[config.mk]
export PLATFORM = sky130hd
export DESIGN_NAME = ddr_data_core
export DESIGN_NICKNAME = d
export VERILOG_FILES = /design/src/rtl/ddr_data_pkg.sv /design/src/rtl/ddr_data_core_rng_packer.sv /design/src/rtl/ddr_data_core.sv
export SDC_FILE = /design/constraint.sdc
export NUM_CORES = 1
export LEC_CHECK = 0
export ABC_AREA = 1
export CORE_MARGIN = 10
export CORE_UTILIZATION = 50
export DETAILED_ROUTE_END_ITERATION = 10
export PLACE_DENSITY_LB_ADDON = 0.3
export SLEW_MARGIN = 15
export SYNTH_ARGS = -nofsm -noshare
export SYNTH_HDL_FRONTEND = slang
export SYNTH_SLANG_ARGS = --single-unit
[constraint.sdc]
create_clock -name clk200_i -period 2.4 [get_ports clk200_i]
set_input_delay 0.72 -clock clk200_i [delete_from_list [all_inputs] [get_ports clk200_i]]
set_output_delay 0.72 -clock clk200_i [all_outputs]
set_load 0.01 [all_outputs]
[src/rtl/ddr_data_pkg.sv]
// Shared widths and FSM state type for the DDR data core.
package ddr_data_pkg;

  localparam int unsigned GC_W       = 48;
  localparam int unsigned RNG_W      = 4;
  localparam int unsigned WORD_W     = 256;
  localparam int unsigned NSAMP      = WORD_W / RNG_W;
  localparam int unsigned CNT_W      = $clog2(NSAMP);
  localparam int unsigned FINE_W     = 16;
  localparam int unsigned GC_TDATA_W = FINE_W + GC_W;

  typedef enum logic [1:0] {
    StIdle  = 2'd0,
    StArmed = 2'd1,
    StRun   = 2'd2
  } state_e;

endpackage

[src/rtl/ddr_data_core_rng_packer.sv]
// Packs RNG samples into WORD_W words, presents them on an AXI-Stream output
// register and flags dropped words (plus externally reported drops) in a sticky bit.
module rng_packer
  import ddr_data_pkg::*;
(
  input  logic              clk,
  input  logic              rstn,
  input  logic              clear,
  input  logic              sample_en,
  input  logic [RNG_W-1:0]  sample,
  input  logic              tready,
  input  logic              ovf_set,
  output logic [WORD_W-1:0] tdata,
  output logic              tvalid,
  output logic              overflow
);

  logic [CNT_W-1:0]  cnt_q, cnt_d;
  logic [WORD_W-1:0] word_q, word_d;
  logic [WORD_W-1:0] full_word;
  logic [WORD_W-1:0] tdata_q, tdata_d;
  logic              tvalid_q, tvalid_d;
  logic              ovf_q, ovf_d;
  logic              word_done;
  logic              word_drop;
  int unsigned       sample_pos;

  assign sample_pos = RNG_W * int'(cnt_q);
  assign word_done  = sample_en && !clear && (cnt_q == CNT_W'(NSAMP - 1));

  always_comb begin
    full_word = word_q;
    full_word[sample_pos +: RNG_W] = sample;
  end

  always_comb begin
    cnt_d  = cnt_q;
    word_d = word_q;
    if (clear) begin
      cnt_d = '0;
    end else if (sample_en) begin
      word_d = full_word;
      cnt_d  = word_done ? '0 : cnt_q + CNT_W'(1);
    end
  end

  // The last sample bypasses word_q so the word is visible one cycle after its final strobe.
  always_comb begin
    tvalid_d  = tvalid_q & ~tready;
    tdata_d   = tdata_q;
    word_drop = 1'b0;
    if (word_done) begin
      if (!tvalid_q || tready) begin
        tdata_d  = full_word;
        tvalid_d = 1'b1;
      end else begin
        word_drop = 1'b1;
      end
    end
    ovf_d = ovf_q | word_drop | ovf_set;
  end

  always_ff @(posedge clk) begin
    if (!rstn) begin
      cnt_q    <= '0;
      word_q   <= '0;
      tdata_q  <= '0;
      tvalid_q <= 1'b0;
      ovf_q    <= 1'b0;
    end else begin
      cnt_q    <= cnt_d;
      word_q   <= word_d;
      tdata_q  <= tdata_d;
      tvalid_q <= tvalid_d;
      ovf_q    <= ovf_d;
    end
  end

  assign tdata    = tdata_q;
  assign tvalid   = tvalid_q;
  assign overflow = ovf_q;

endmodule

[src/rtl/ddr_data_core.sv]
// PPS-aligned global counter, click time-tagger and RNG word packer between the
// sample strobe domain and the host/DDR AXI-Stream links.
module ddr_data_core
  import ddr_data_pkg::*;
(
  input  logic                  clk200_i,
  input  logic                  ddr_data_rstn,
  input  logic                  pps_i,
  input  logic                  rd_en_4,
  input  logic [RNG_W-1:0]      rng_data,
  input  logic                  tvalid200,
  input  logic [FINE_W-1:0]     tdata200_mod,
  input  logic                  sr_start_write_ddr_i,
  input  logic                  sr_command_gc_enable,
  input  logic [GC_W-1:0]       sr_dq_gc_start_i,
  output logic [GC_W-1:0]       sr_current_dq_gc,
  output logic                  sr_overflow_o,
  output logic [WORD_W-1:0]     m_axis_tdata,
  output logic                  m_axis_tvalid,
  input  logic                  m_axis_tready,
  output logic [GC_TDATA_W-1:0] m_axis_tdata_gc,
  output logic                  m_axis_tvalid_gc,
  input  logic                  m_axis_tready_gc
);

  state_e                  state_q, state_d;
  logic [GC_W-1:0]         gc_q, gc_d;
  logic                    pps_q, pps_q2;
  logic                    pps_rise;
  logic                    active;
  logic                    click;
  logic                    click_drop;
  logic                    gc_valid_q, gc_valid_d;
  logic [GC_TDATA_W-1:0]   gc_data_q, gc_data_d;

  // pps is asynchronous; edge detection runs on the registered copies only.
  assign pps_rise = pps_q & ~pps_q2;
  assign active   = (state_q == StRun) && sr_start_write_ddr_i;
  assign click    = active && sr_command_gc_enable && tvalid200;

  always_comb begin
    state_d = state_q;
    gc_d    = gc_q;
    unique case (state_q)
      StIdle: begin
        if (sr_start_write_ddr_i) state_d = StArmed;
      end
      StArmed: begin
        if (!sr_start_write_ddr_i) begin
          state_d = StIdle;
        end else if (pps_rise) begin
          state_d = StRun;
          gc_d    = sr_dq_gc_start_i;
        end
      end
      StRun: begin
        if (!sr_start_write_ddr_i) state_d = StIdle;
      end
      default: state_d = StIdle;
    endcase
    if (active && rd_en_4) gc_d = gc_q + GC_W'(1);
  end

  // Clicks are tagged with the pre-increment counter value.
  always_comb begin
    gc_valid_d = gc_valid_q & ~m_axis_tready_gc;
    gc_data_d  = gc_data_q;
    click_drop = 1'b0;
    if (click) begin
      if (!gc_valid_q || m_axis_tready_gc) begin
        gc_data_d  = {tdata200_mod, gc_q};
        gc_valid_d = 1'b1;
      end else begin
        click_drop = 1'b1;
      end
    end
  end

  always_ff @(posedge clk200_i) begin
    if (!ddr_data_rstn) begin
      state_q    <= StIdle;
      gc_q       <= '0;
      pps_q      <= 1'b0;
      pps_q2     <= 1'b0;
      gc_valid_q <= 1'b0;
      gc_data_q  <= '0;
    end else begin
      state_q    <= state_d;
      gc_q       <= gc_d;
      pps_q      <= pps_i;
      pps_q2     <= pps_q;
      gc_valid_q <= gc_valid_d;
      gc_data_q  <= gc_data_d;
    end
  end

  rng_packer u_rng_packer (
    .clk       (clk200_i),
    .rstn      (ddr_data_rstn),
    .clear     (!active),
    .sample_en (active && rd_en_4),
    .sample    (rng_data),
    .tready    (m_axis_tready),
    .ovf_set   (click_drop),
    .tdata     (m_axis_tdata),
    .tvalid    (m_axis_tvalid),
    .overflow  (sr_overflow_o)
  );

  assign sr_current_dq_gc = gc_q;
  assign m_axis_tdata_gc  = gc_data_q;
  assign m_axis_tvalid_gc = gc_valid_q;

endmodule

==> results of run 1 <==
==> routing by layer <==
layer	vias to the layer above	GRT usage (%)	wire length (µm)
met4	4	10.2	3770
met1	15217	36.1	45800
met3	215	6.18	10200
met2	1366	46.4	52500
met5	-	0	29
li1	15673	-	-
==> Yosys cell counts (23+ instances only) <==
| cell type | instances |
|---|---|
| nand4_1 | 95 |
| nor2_1 | 158 |
| clkbuf_1 | 177 |
| o21bai_1 | 38 |
| nor3_1 | 41 |
| o21a_1 | 456 |
| buf_2 | 71 |
| o211ai_1 | 44 |
| a21oi_1 | 108 |
| nand3_1 | 678 |
| dfxtp_1 | 637 |
| buf_1 | 23 |
| inv_1 | 685 |
| o21ai_0 | 177 |
| nand2_1 | 966 |
==> worst max-delay path: stages (launching register included) <==
cell     delay, ns
dfxtp_2       0.33
inv_1         0.06
nand4_1       0.12
nor2_2        0.06
ha_4          0.15
inv_2         0.05
nand2_2       0.06
nor2_4        0.15
buf_6         0.16
buf_6         0.12
nand3_4       0.08
buf_6         0.14
nor3_4        0.34
buf_4         0.19
nand3_1       0.12
nand3_1       0.16
nand2_1       0.09
inv_1         0.07
==> sequential cells by signal, summed over array words and instances (netlist names) <==
register               count
u_rng_packer.tdata       256
u_rng_packer.word_q      256
m_axis_tdata_gc           64
sr_current_dq_gc          48
u_rng_packer.cnt_q         6
state_q                    2
m_axis_tvalid_gc           1
pps_q                      1
pps_q2                     1
u_rng_packer.overflow      1
u_rng_packer.tvalid        1
==> area by class of cell <==
type | count | share of cell area, %
Antenna cell | 7 | 0.0411
Clock buffer | 96 | 4.62
Clock inverter | 24 | 0.910
Inverter | 701 | 6.21
Multi-Input combinational cell | 2828 | 36.8
Sequential cell | 637 | 30.0
Tap cell | 837 | 2.46
Timing Repair Buffer | 820 | 19.0
==> cells by family (layout without fill, tap and decap cells) <==
family          after synthesis  in the layout  synth area share (%)
simple gates               1968           1968                  28.0
fa+ha+maj                     4              4                 0.161
flops                       637            637                  41.1
buf+inv                     985           1641                  12.4
xor+xnor                     14             14                 0.395
compound gates              842            842                  18.0
other cells                   0              7                     0
==> timing repair <==
action                                 CTS  global route
resized for setup                       68           309
endpoints found under the hold margin    0             0
buffers inserted                         1            21
cloned                                   0            10
pin swaps                                1            64
setup endpoints to repair              113           488
==> power by group <==
group	switching [mW]	internal (mW)	leakage [nW]
clock	4.51	6.73	1.16
sequential	0.0327	10.6	5.14
combinational	0.354	0.284	12.4
==> stage by stage <==
stage	utilization [%]	setup slack [ns]
2_1_floorplan	-	0.0204
3_3_place_gp	62.7	-0.408
3_5_place_dp	62.7	-0.429
4_1_cts	66.7	-0.0226
5_1_grt	69.2	-0.209
6_report	69.2	-0.119
==> worst paths after layout <==
kind / endpoint / start / cells after the start / slack [ns]
setup / recovery: u_rng_packer.word_q[46]$_SDFFE_PN0P_ / u_rng_packer.cnt_q[3]$_SDFFE_PN0P_ / 17 / -0.12
hold / removal: pps_q2$_SDFF_PN0_ / pps_q$_SDFF_PN0_ / 2 / 0.42
setup reg to reg: u_rng_packer.word_q[46]$_SDFFE_PN0P_ / u_rng_packer.cnt_q[3]$_SDFFE_PN0P_ / 17 / -0.12
hold reg to reg: pps_q2$_SDFF_PN0_ / pps_q$_SDFF_PN0_ / 2 / 0.42
==> results.yml, run 1 <==
outcome:
  status: "finished with violations"
  violations: "setup timing"
worst_setup_path:
  start_kind: "register"
  worstPathArrival_ns: 3.09
  path_class: "register to register"
  crit_fanout: 5
  timing.critical_path.to_type: "register"
  critPathRequiredTime_ns: 2.97
sta:
  finalSetupViolations: 27
  setup_tns_ns: -0.987
  rsz0062_at_grt: "true"
  worstMarginPinSlew_ns: 0.692
  skew_ns: 0.0303
  finalHoldViolCount: 0
  fin_crit_ns: 2.52
  holdWs_ns: 0.421
  fin_ws_ns: -0.119
  maxSlewViolCount: 0
  period_share_pct: 105
  fmax_ghz: 0.397
  slew_headroom_pct: 53.9
yosys:
  mappedNetlistArea_um2: 31000
  synth_warnings: 0
  ys.flop_type: "dfxtp_1"
  synth_top_area_share_pct: 41.1
  ys_ff_latch: 637
  netlist_instances: 4450
  synthDistinctLibCells: 37
  synth.top_cells.by_area: "dfxtp_1, nand2_1, o21a_1"
  synth_edf_count: 0
  synth_area_leader_cell: "dfxtp_1"
  syn_area_per_cell_um2: 6.98
  synth_nets: 4531
  seq_area_frac_synth_pct: 41.1
  synth-async-reset-ratio_pct: 0
die:
  rows: 91
  dieArea_um2: 72500
  start_util_pct: 50.4
  ios: 448
  coreArea_um2: 61600
  dieHeight_um: 269
  dieWidth_um: 269
routing:
  ant_nets: 0
  first_iter_violations: 3799
  routed-via-count: 32475
  drcViolationCount: 0
  drt-vias-per-instance: 5.46
  wl_per_cell_um: 18.9
  routed_wl_mm: 112
  first_pass_iters: 8
layout:
  final_cell_area_um2: 42600
  final_nets: 5138
  multi_input_comb_area_um2: 15700
  final_common_cell: "nand2_1"
  seq_area_um2: 12800
  mostFrequentLayoutCells: "nand2_1, inv_1, dfxtp_1"
  areaGrowthSynthToFinish_pct: 37.4
  final_layout_size_suffix_gt1_share_pct: 15.4
  fillerInstances: 4932
  fin_cells: 5950
placed_design:
  placed_cells: 5791
  postPlaceCellArea_um2: 38600
  gp_congestion: 0.983
  io_buffers: 447
  dp_hpwl_mm: 80.6
grt:
  track_usage_pct: 28.3
  grt_overflow: 0
  grt_pass1_wl_mm: 166
  first_global_vias: 29192
  antenna_found_initial: 7
  grt_max_degree: 148
clock_tree:
  htree_levels: 3
  clkTransAtPathRegs_ns: 0.06
  cts_tree: "done"
  cts.path.max_buffers: 3
  postCtsHoldBufs: 0
  insertion_delay_ns: 0.63
  numCtsBuffers: 69
  root_buffer: "clkbuf_16"
  cts_sinks: 637
hold_path:
  min_path_type: "register to register"
power_and_ir_drop:
  power_mw: 22.5
  powerDensity_nw_per_um2: 528
  ir_drop_mv: 0.508
  cellLeakagePower_nw: 18.7
run:
  maxCapViolations: 0
No activity file was read; power rests on OpenSTA's default activity.
==> run 2, diff against run 1 <==
--- a/config.mk
+++ b/config.mk
@@ -9,6 +9,7 @@
 export CORE_MARGIN = 10
 export CORE_UTILIZATION = 50
 export DETAILED_ROUTE_END_ITERATION = 10
+export GPL_TIMING_DRIVEN = 1
 export PLACE_DENSITY_LB_ADDON = 0.3
 export SLEW_MARGIN = 15
 export SYNTH_ARGS = -nofsm -noshare
==> results of run 2 <==
Same layout as run 1: the final DEF is identical, and so are final timing and power.
